===== src/rtl/pwm_pkg.sv =====
// Shared definitions for the PWM generator and its prescaler.
package pwm_pkg;

  localparam int unsigned DEFAULT_WIDTH = 8;

  // Number of counter ticks in one PWM period.
  function automatic int unsigned period_ticks(input int unsigned width);
    return 32'd1 << width;
  endfunction

endpackage


===== src/rtl/pwm_prescaler.sv =====
// Clock-enable divider: asserts tick once every PRESCALE clock cycles.
module pwm_prescaler #(
  parameter int unsigned PRESCALE = 1
) (
  input  logic CLK,
  input  logic RST,
  output logic tick
);

  if (PRESCALE <= 1) begin : g_bypass
    // No divider: the clock inputs are intentionally left unused.
    logic unused_inputs;
    assign unused_inputs = CLK ^ RST;
    assign tick = 1'b1;
  end else begin : g_div
    localparam int unsigned PW = $clog2(PRESCALE);
    localparam logic [PW-1:0] LAST = PW'(PRESCALE - 1);

    logic [PW-1:0] pre_cnt_q, pre_cnt_d;

    always_comb begin
      pre_cnt_d = (pre_cnt_q == LAST) ? '0 : pre_cnt_q + PW'(1);
    end

    // NOTE: sequential state uses non-blocking assignments so every register
    // samples pre-edge values, independent of process evaluation order.
    always_ff @(posedge CLK) begin
      if (RST) pre_cnt_q <= '0;
      else     pre_cnt_q <= pre_cnt_d;
    end

    assign tick = (pre_cnt_q == LAST);
  end

endmodule


===== src/rtl/pwm_generator.sv =====
// Free-running PWM: period counter, double-buffered duty and registered compare.
module pwm_generator
  import pwm_pkg::*;
#(
  parameter int unsigned WIDTH    = DEFAULT_WIDTH,
  parameter int unsigned PRESCALE = 1
) (
  input  logic             CLK,
  input  logic             RST,
  input  logic [WIDTH-1:0] DUTY_CYCLE,
  output logic             PWM_OUT,
  output logic             PERIOD_END
);

  localparam logic [WIDTH-1:0] CNT_MAX = WIDTH'(period_ticks(WIDTH) - 1);

  logic             tick;
  logic [WIDTH-1:0] cnt_q, cnt_d;
  logic [WIDTH-1:0] duty_q, duty_d;
  logic             pwm_q, pwm_d;
  logic             pend_q, pend_d;

  pwm_prescaler #(.PRESCALE(PRESCALE)) u_prescaler (
    .CLK  (CLK),
    .RST  (RST),
    .tick (tick)
  );

  // NOTE: every next-state value gets a default first so no path through
  // this block can leave a signal unassigned and infer a latch.
  always_comb begin
    cnt_d  = cnt_q;
    duty_d = duty_q;
    pend_d = 1'b0;
    if (tick) begin
      if (cnt_q == CNT_MAX) begin
        cnt_d  = '0;
        duty_d = DUTY_CYCLE;
        pend_d = 1'b1;
      end else begin
        cnt_d = cnt_q + WIDTH'(1);
      end
    end
    // Compare against pre-update values: one clock from counter to pin.
    pwm_d = (cnt_q < duty_q);
  end

  always_ff @(posedge CLK) begin
    if (RST) begin
      cnt_q  <= '0;
      duty_q <= '0;
      pwm_q  <= 1'b0;
      pend_q <= 1'b0;
    end else begin
      cnt_q  <= cnt_d;
      duty_q <= duty_d;
      pwm_q  <= pwm_d;
      pend_q <= pend_d;
    end
  end

  assign PWM_OUT    = pwm_q;
  assign PERIOD_END = pend_q;

endmodule


===== config.mk =====
export PLATFORM = sky130hd
export DESIGN_NAME = pwm_generator
export DESIGN_NICKNAME = d
export VERILOG_FILES = /design/src/rtl/pwm_pkg.sv /design/src/rtl/pwm_prescaler.sv /design/src/rtl/pwm_generator.sv
export SDC_FILE = /design/constraint.sdc
export NUM_CORES = 1
export LEC_CHECK = 0
export ABC_AREA = 1
export BUFFER_PORTS_ARGS = -buffer_cell sky130_fd_sc_hd__buf_4
export CAP_MARGIN = 30
export CORE_MARGIN = 3
export CORE_UTILIZATION = 55
export DETAILED_ROUTE_END_ITERATION = 6
export HOLD_SLACK_MARGIN = 0.15
export PLACE_DENSITY_LB_ADDON = 0.1
export SETUP_SLACK_MARGIN = 0.02
export SLEW_MARGIN = 10
export SYNTH_ARGS = -nofsm -noshare
export SYNTH_HDL_FRONTEND = slang
export SYNTH_SLANG_ARGS = --single-unit

===== constraint.sdc =====
create_clock -name CLK -period 3.6 [get_ports CLK]
set_input_delay 0.36 -clock CLK [delete_from_list [all_inputs] [get_ports CLK]]
set_output_delay 0.36 -clock CLK [all_outputs]
set_load 0.05 [all_outputs]

==> summary.txt, run 1 <==
Route
  – Via density: 5.24
  – Antenna Nets Post-Route: 0
  – Detailed Route WL: 1670 um
  – First-pass iteration count of the detailed router: 4
  – Via count: 744
  – DR WL/cell: 11.7 um
  – Detailed router's first-iteration violation count: 17
  – Remaining DRCs: 0

Die
  – Initial Util: 63.5%
  – Core Area: 1400 um^2
  – Placement Rows: 13
  – Total Die Area: 2130 um^2
  – Die height: 46.2 um
  – Ports: 12
  – Chip width: 46.2 um

Synth
  – Yosys top cell area share: 40.6%
  – Post-synthesis async set-or-reset flop share: 0%
  – Ys Warns: 0
  – Number of synthesized flops with an enable pin: 0
  – Synthesized area: 888 um^2
  – Cells after Synth: 114
  – Top cell type by total area after synthesis: dfxtp_1
  – Syn nets: 132
  – Netlist cell types: 18
  – Number of synthesized register bits: 18
  – Top FF cell, synth: dfxtp_1
  – Sequential-to-total area share from yosys stat: 40.6%
  – Ranking of synthesized cells by area: dfxtp_1 41%, ha_1 11%, nand2_1 11%
  – Ranking of synthesized cells by instance count: 25 x nand2_1, 18 x dfxtp_1, 15 x inv_1, 11 x nand3_1, 11 x nor2_1
  – Leading cell type by number of instances after synthesis: nand2_1
  – Avg Inst Size Synth: 7.79 um^2

Power
  – PD cells: 355 nW/um^2
  – Peak VDD IR: 279 uV
  – Leak Pwr: 0.485 nW

Worst setup path
  – Family with the most delay on the worst path: simple AND/OR/NAND/NOR gates
  – WP buf/inv: 0
  – Crit path DAT: 1.75 ns
  – Critical path required time: 3.79 ns
  – Critical path's most frequent cell: nand2_4
  – Crit-path cells: ha_1 -> nand2_1 -> nor2_2 -> nand2_4 -> nand2_4 -> nor2_1
  – Max FO, Critical Path: 12
  – Crit path max-delay cell type: nor2_2
  – Kind of critical path: reg -> reg
  – Critical path capture point type: register
  – Crit path largest cell delay: 0.43 ns
  – Startpoint Class: register

Outcome
  – Status: finished clean

Cells and area
  – Share of cells above drive strength 1: 15.7%
  – Core Util, Final: 72.5%
  – NumNets Final: 146
  – Non-Filler Instances: 142
  – Diodes inserted: 0
  – Area Growth Syn to Fin: 14.2%

STA
  – Final count of hold timing violations: 0
  – Max Transition Viols Final: 0
  – Achievable Freq: 642 MHz
  – Worst clock skew: 0.000977 ns
  – Setup TNS: 0 ns
  – Slew of the pin with the lowest slew margin: 0.534 ns
  – Smallest hold slack: 0.239 ns
  – RSZ-0062 raised after global routing: false
  – Max_slew headroom: 64.3%
  – Setup violators final: 0
  – Final min period: 1.56 ns
  – Period utilisation layout: 43.3%

Global route
  – Vias in the first global route: 671
  – Largest net degree at the start of global routing: 19
  – Wire length of the first global-routing pass: 2820 um
  – Gr usage total: 18.6%
  – Initial antenna violation count: 0
  – Total global routing overflow: 0

Clock tree
  – H-Tree Depth: 1
  – CTS tree: yes
  – Clock transition at the registers of the reported paths: 0.10 ns
  – CTS Buf Count: 3
  – Latest clock arrival within the worst-skew pair: 0.29 ns
  – Post-CTS Setup Bufs: 0
  – Post-CTS resize count: 0
  – Clock Sinks: 18
  – Post-CTS Hold Buffers: 0
  – Max Root-Sink Buffers: 2
  – Clock root cell: clkbuf_4

Placed design
  – Global placer's final weighted congestion: 0.779
  – Post-Place Cells: 138
  – Dpl hpwl: 1300 um
  – Port bufs: 11

Hold path
  – Type of the worst min-delay path: in -> reg

Run
  – Max Cap Viol: 0
## kinds of logic after synthesis
| family | synth area share, % |
|---|---|
| simple gates | 33.5 |
| fa+ha+maj | 11.3 |
| flops | 40.6 |
| buf+inv | 8.03 |
| compound gates | 3.66 |
| xor+xnor | 2.96 |
## power by group
part           total, mW  switching [mW]  leakage, nW  internal [mW]
clock              0.123          0.0618       0.0210         0.0616
sequential         0.206         0.00279        0.146          0.203
combinational     0.0307          0.0171        0.318         0.0136
## per-stage QoR
| step | power [mW] | cell area (um^2) | worst slack [ns] |
|---|---|---|---|
| 2_1_floorplan | 0.227 | 888 | 2.40 |
| 3_5_place_dp | 0.241 | 978 | 2.07 |
| 5_1_grt | 0.378 | 1010 | 1.92 |
| 4_1_cts | 0.362 | 1010 | 2.05 |
| 6_report | 0.360 | 1010 | 2.04 |
| 3_3_place_gp | 0.240 | 978 | 2.13 |
## cell usage in the layout, fill, tap and decap left out
cell / instances
nand2_1: 25
dfxtp_1: 18
inv_1: 15
nand3_1: 11
nor2_1: 11
buf_4: 11
nand4_1: 9
ha_1: 8
a21oi_1: 5
clkbuf_4: 3
nand2_4: 2
xnor2_1: 2
xor2_1: 1
nand2_2: 1
nor3_4: 1
nor2_2: 1
clkinv_1: 1
o21bai_1: 1
clkbuf_8: 1
## final timing paths
| kind | from | to | slack [ns] | depth (start not counted) |
|---|---|---|---|---|
| worst max-delay path | cnt_q[0] | cnt_q[5] | 2.04 | 6 |
| worst max register to register | cnt_q[0] | cnt_q[5] | 2.04 | 6 |
| worst min register to register | cnt_q[0] | cnt_q[0] | 0.48 | 1 |
| worst min-delay path | RST | PERIOD_END | 0.24 | 2 |
## registers in the layout (all words and copies together), names as in the netlist
| register | count |
|---|---|
| PERIOD_END | 1 |
| cnt_q | 8 |
| PWM_OUT | 1 |
| duty_q | 8 |
## layout make-up
| class | instances | area, um^2 |
|---|---|---|
| Clock buffer | 4 | 36.3 |
| Fill cell | 128 | 384 |
| Multi-Input combinational cell | 78 | 457 |
| Timing Repair Buffer | 11 | 82.6 |
| Tap cell | 15 | 18.8 |
| Inverter | 16 | 60.1 |
| Sequential cell | 18 | 360 |
## layer usage
layer / vias to the layer above / part of all wire (%) / GRT usage, %
met3: 2 / 4.7 / 3.52
met1: 326 / 48 / 24.3
met4: 0 / 1.0 / 8.52
met2: 18 / 46 / 29.1
li1: 398 / - / -
met5: - / 0 / 0
Note: power is estimated with default switching activity, not from simulation.
==> run 2, diff against run 1 <==
Settings changed: CORE_UTILIZATION 55 to 54.
Clock period 3.6 ns to 1.6 ns, I/O delays scaled along.
==> run 2 against run 1 <==
Effect of this change: routed wire length is 6.2% higher; count of clock-buffer cells in the layout down 1; global-route usage hardly changed; total power increased by 110%; sequential power up 120%; cell count increased by 7.7%.
==> summary.txt, run 2 (synthesized netlist as in run 1, its figures left out) <==
Outcome
  – Status: finished clean

Placed design
  – Post-Place Cells: 141 (+2.2%)
  – Dpl hpwl: 1280 um (-1.6%)
  – Worst slack at placement: 0.219 ns (-1.85 ns)
  – Port bufs: 11 (unchanged)
  – Global placer's final weighted congestion: 0.817 (+4.8%)
  – Post-DP Area: 995 um^2 (+1.7%)

Power
  – Peak VDD IR: 523 uV (+87%)
  – Leak Pwr: 0.526 nW (+8.5%)
  – Sw Ratio: 22.9% (+0.17 points)
  – Reg power frac: 60.6% (+3.4 points)
  – Net Switching: 0.175 mW (+110%)
  – PD cells: 689 nW/um^2 (+94%)
  – Combinational share of power: 11.5% (+3.0 points)
  – Clock share of power: 27.9% (-6.4 points)
  – Pint: 0.589 mW (+110%)

Cells and area
  – Commonest non-fill, non-tap cell in the layout: nand2_1
  – Final instance area: 1110 um^2 (+9.1%)
  – Regs by FF count: cnt_q x8, duty_q x8
  – Filler Cell Count: 138 (+7.8%)
  – Share of cells above drive strength 1: 15.3% (-0.42 points)
  – Most frequent cells in the layout: 25 x nand2_1, 18 x dfxtp_1, 15 x inv_1
  – Non-Filler Instances: 153 (+7.7%)
  – Diodes inserted: 0 (unchanged)
  – NumNets Final: 157 (+7.5%)
  – FF+latch area: 360 um^2 (unchanged)
  – Area of the multi-input gates: 457 um^2 (unchanged)
  – Area Growth Syn to Fin: 24.6%

Clock tree
  – CTS Buf Count: 3 (unchanged)
  – Clock transition at the registers of the reported paths: 0.10 ns (about the same)
  – H-Tree Depth: 1 (unchanged)
  – Clock root cell: clkbuf_4
  – Max Root-Sink Buffers: 2 (unchanged)
  – Latest clock arrival within the worst-skew pair: 0.28 ns (about the same)
  – CTS tree: yes
  – Clock Sinks: 18 (unchanged)
  – Post-CTS Setup Bufs: 0 (unchanged)
  – Post-CTS resize count: 0 (unchanged)

Global route
  – M1 GR Usage: 23.5% (-0.82 points)
  – Grt met2 use: 30.8% (+1.6 points)
  – Gr usage total: 18.6% (-0.030 points)
  – Vias in the first global route: 687 (+2.4%)
  – Met3 GRT Util: 3.52% (unchanged)
  – Initial antenna violation count: 0 (unchanged)
  – Busiest metal layer after global routing: met2
  – Total global routing overflow: 0 (unchanged)
  – Largest net degree at the start of global routing: 19 (unchanged)
  – Wire length of the first global-routing pass: 2830 um (+0.50%)

Worst setup path
  – Startpoint Class: register
  – Crit path largest cell delay: 0.39 ns (-0.04 ns)
  – Crit-path cells: ha_1 -> nand2_1 -> nor2_2 -> nand2_4 -> nand2_4 -> nor2_1
  – Kind of critical path: reg -> reg
  – Critical path required time: 1.78 ns (-2.01 ns)
  – WP buf/inv: 0 (unchanged)
  – Critical path capture point type: register
  – Critical path's most frequent cell: nand2_4
  – Crit path max-delay cell type: dfxtp_1
  – Crit path DAT: 1.56 ns (-0.19 ns)
  – Max FO, Critical Path: 10 (-2)
  – Family with the most delay on the worst path: simple AND/OR/NAND/NOR gates

Route
  – Detailed router's first-iteration violation count: 10 (-7)
  – DR WL/cell: 11.6 um (-1.5%)
  – Via density: 5.07 (-3.2%)
  – Remaining DRCs: 0 (unchanged)
  – First-pass iteration count of the detailed router: 5 (+1)
  – Via count: 776 (+4.3%)
  – Antenna Nets Post-Route: 0 (unchanged)
  – Detailed Route WL: 1770 um (+6.2%)

Die
  – Ports: 12 (unchanged)
  – Die height: 46.6 um (+0.80%)
  – Core Area: 1520 um^2 (+8.9%)
  – Initial Util: 58.3% (-5.2 points)
  – Chip width: 46.6 um (+0.80%)
  – Total Die Area: 2170 um^2 (+1.6%)
  – Placement Rows: 14 (+1)

STA
  – Final count of hold timing violations: 0 (unchanged)
  – Achievable Freq: 722 MHz (+12%)
  – Setup violators final: 0 (unchanged)
  – Final min period: 1.38 ns (-0.172 ns)
  – Worst clock skew: 0.00649 ns (+0.00551 ns)
  – Period utilisation layout: 86.6% (+43 points)
  – Smallest hold slack: 0.472 ns (+0.234 ns)
  – RSZ-0062 raised after global routing: false
  – Post-route setup slack: 0.215 ns (-1.83 ns)
  – Setup TNS: 0 ns (unchanged)
  – Max Transition Viols Final: 0 (unchanged)
  – Slew of the pin with the lowest slew margin: 0.501 ns (-0.0333 ns)
  – Max_slew headroom: 66.4% (+2.1 points)

Run
  – Max Cap Viol: 0 (unchanged)

Hold path
  – Type of the worst min-delay path: reg -> reg
run 2: layer usage:
metal / part of all wire, % / vias to the layer above
li1: - / 421
met2: 48 / 11
met5: 0 / -
met4: 1.1 / 0
met1: 48 / 342
met3: 2.9 / 2
run 2: what timing repair did:
action / CTS / global route
hold buffers: 9 / 0
hold endpoints to repair: 9 / 0
setup endpoints to repair: 0 / 0
run 2: final cells by class:
cell class / instances / share of cell area [%]
tap: 16 / 1.81
timing repair buffer: 22 / 16.9
sequential: 18 / 32.5
clock buffer: 3 / 2.03
multi-input combinational: 78 / 41.2
inverter: 16 / 5.42
run 2: worst register-to-register path: cells and delay by family, from the launching register on:
family	cells	cell delay, ns
AND/OR/NAND/NOR	5	0.71
flip-flops	1	0.39
adder cells (fa/ha/maj)	1	0.18
run 2: through the flow:
| stage | utilization, % | power [mW] |
|---|---|---|
| 6_report | 72.7 | 0.763 |
| 5_1_grt | 72.7 | 0.802 |
| 4_1_cts | 72.7 | 0.769 |
| 3_5_place_dp | 65.3 | 0.542 |
| 3_3_place_gp | 65.3 | 0.541 |
| 2_1_floorplan | - | 0.512 |
run 2: worst paths after layout:
path | start | endpoint | slack [ns] | depth (start not counted)
min | duty_q[0] | duty_q[0] | 0.47 | 2
min reg2reg | duty_q[0] | duty_q[0] | 0.47 | 2
max | cnt_q[0] | cnt_q[5] | 0.22 | 6
max reg2reg | cnt_q[0] | cnt_q[5] | 0.22 | 6
run 2: power groups by stage:
stage               clock network [mW]  registers, mW  logic, mW
floorplan                            0          0.480     0.0320
global placement                     0          0.473     0.0675
detailed placement                   0          0.473     0.0691
CTS                              0.219          0.463     0.0864
global route                     0.243          0.464     0.0948
finish                           0.213          0.463     0.0874
==> run 3, diff against run 2 <==
Settings changed: CORE_ASPECT_RATIO from default to 0.5, CORE_UTILIZATION 54 to 28, SLEW_MARGIN 10 to 20.
==> run 3 against run 2 <==
Effect of this change: cell count grew 12%; combinational power shrank 8.5%; clock power grew 45%; clock skew shrank 0.0029 ns; register-to-register slack gained 0.04 ns; fmax grew 3.1%; via count shrank 4.0%; non-clock buffer count shrank 3; final area grew 1.1%; sequential power is essentially flat; total power grew 12%; sequential cell count is the same.
==> summary.txt, run 3 (synthesized netlist as in run 1, its figures left out) <==
Outcome
  – Status: finished clean

Cells and area
  – NumNets Final: 154 (-1.9%)
  – Most frequent cells in the layout: 25 x nand2_1, 18 x dfxtp_1, 15 x inv_1
  – Non-Filler Instances: 171 (+12%)
  – Regs by FF count: cnt_q x8, duty_q x8
  – Area Growth Syn to Fin: 26.1%
  – Diodes inserted: 0 (unchanged)
  – Filler Cell Count: 316 (+130%)
  – Share of cells above drive strength 1: 16.4% (+1.1 points)
  – Commonest non-fill, non-tap cell in the layout: nand2_1

STA
  – Worst clock skew: 0.00361 ns (-0.00288 ns)
  – Final min period: 1.34 ns (-0.0412 ns)
  – RSZ-0062 raised after global routing: false
  – Setup TNS: 0 ns (unchanged)
  – Max Transition Viols Final: 0 (unchanged)
  – Max_slew headroom: 81.5% (+15 points)
  – Achievable Freq: 744 MHz (+3.1%)
  – Slew of the pin with the lowest slew margin: 0.277 ns (-0.224 ns)
  – Final count of hold timing violations: 0 (unchanged)
  – Smallest hold slack: 0.150 ns (-0.322 ns)
  – Setup violators final: 0 (unchanged)
  – Period utilisation layout: 84.0% (-2.6 points)

Die
  – Total Die Area: 3930 um^2 (+81%)
  – Placement Rows: 13 (-1)
  – Initial Util: 31.8% (-27 points)
  – Core Area: 2800 um^2 (+84%)
  – Chip width: 85.7 um (+84%)
  – Ports: 12 (unchanged)
  – Die height: 45.8 um (-1.6%)

Worst setup path
  – Kind of critical path: reg -> reg
  – Crit path DAT: 1.54 ns (-0.02 ns)
  – Critical path required time: 1.80 ns (+0.02 ns)
  – Critical path capture point type: register
  – Max FO, Critical Path: 8 (-2)
  – Startpoint Class: register

Clock tree
  – Max Root-Sink Buffers: 2 (unchanged)
  – CTS tree: yes
  – CTS Buf Count: 3 (unchanged)
  – Clock transition at the registers of the reported paths: 0.06 ns (-0.04 ns)
  – Post-CTS Setup Bufs: 0 (unchanged)
  – Latest clock arrival within the worst-skew pair: 0.25 ns (-0.03 ns)
  – Post-CTS resize count: 0 (unchanged)
  – H-Tree Depth: 1 (unchanged)
  – Clock root cell: clkbuf_8
  – Clock Sinks: 18 (unchanged)
  – Post-CTS Hold Buffers: 5 (-4)

Power
  – Sw Ratio: 22.0% (-0.88 points)
  – PD cells: 760 nW/um^2 (+10%)
  – Leak Pwr: 0.522 nW (-0.79%)
  – Combinational share of power: 9.4% (-2.1 points)
  – Net Switching: 0.187 mW (+7.2%)
  – Pint: 0.664 mW (+13%)
  – Clock share of power: 36.2% (+8.3 points)
  – Peak VDD IR: 330 uV (-37%)
  – Reg power frac: 54.4% (-6.2 points)

Global route
  – Largest net degree at the start of global routing: 19 (unchanged)
  – Total global routing overflow: 0 (unchanged)
  – Gr usage total: 10.3% (-8.3 points)
  – Vias in the first global route: 653 (-4.9%)
  – Wire length of the first global-routing pass: 3040 um (+7.5%)
  – Initial antenna violation count: 0 (unchanged)

Placed design
  – Dpl hpwl: 1380 um (+8.2%)
  – Post-Place Cells: 163 (+16%)
  – Port bufs: 11 (unchanged)
  – Global placer's final weighted congestion: 0.667 (-18%)

Route
  – Via density: 4.36 (-14%)
  – Via count: 745 (-4.0%)
  – Remaining DRCs: 0 (unchanged)
  – First-pass iteration count of the detailed router: 4 (-1)
  – Detailed router's first-iteration violation count: 43 (+33)
  – Detailed Route WL: 1770 um (-0.17%)
  – DR WL/cell: 10.3 um (-11%)
  – Antenna Nets Post-Route: 0 (unchanged)

Hold path
  – Type of the worst min-delay path: in -> reg

Run
  – Max Cap Viol: 0 (unchanged)
[run 3: cell count changes in the layout (fill, tap and decap cells not counted)]
| cell | before | now |
|---|---|---|
| buf_4 | 13 | 14 |
| clkbuf_4 | 3 | 0 |
| dlygate4sd3_1 | 9 | 5 |
| clkbuf_8 | 0 | 3 |
[run 3: power by group through the flow]
stage                     Combinational [mW]  Sequential, mW  Clock, mW
after floorplan                       0.0320           0.480          0
after global placement                0.0721           0.473          0
after detailed placement              0.0714           0.473          0
after CTS                             0.0811           0.463      0.323
after global routing                  0.0903           0.464      0.342
final                                 0.0800           0.463      0.308
[run 3: metrics by stage]
step / power (mW) / utilization, % / setup WS, ns / area (um^2)
final: 0.852 / 40.0 / 0.256 / 1120
after global routing: 0.897 / 40.0 / 0.142 / 1120
after CTS: 0.868 / 40.0 / 0.241 / 1120
after detailed placement: 0.545 / 36.8 / 0.260 / 1030
after global placement: 0.546 / 36.8 / 0.260 / 1030
after floorplan: 0.512 / - / 0.402 / 888
[run 3: path summary, 6_finish.rpt]
path	slack, ns	from	cells after the start	to
worst max-delay path	0.26	cnt_q[0]	6	duty_q[1]
worst min-delay path	0.15	DUTY_CYCLE[0]	3	duty_q[0]
worst max register to register	0.26	cnt_q[0]	6	duty_q[1]
worst min register to register	0.46	cnt_q[0]	1	cnt_q[0]
[run 3: layout make-up]
cell class | count | area (um^2) | area share (%)
multi-input cells | 78 | 457 | 40.8
flip-flops and latches | 18 | 360 | 32.2
clock buffers | 3 | 41.3 | 3.69
well taps | 37 | 46.3 | 4.13
inverters | 16 | 60.1 | 5.36
repair buffers | 19 | 155 | 13.9
[run 3: worst max-delay path, stage by stage, from the launching register on]
cell and delay [ns]:
dfxtp_1 0.37, ha_1 0.18, nand2_1 0.08, nor2_2 0.24
buf_4 0.22, nand4_1 0.12, nand2_1 0.08
[run 3: metal layers]
metal  up-vias  part of all wire (%)  global-route usage, %
met5         -                     0                      0
met4         0                  0.34                   2.84
met3         2                   5.0                   3.79
met2        14                    40                   14.7
met1       318                    55                   14.4
li1        411                     -                      -
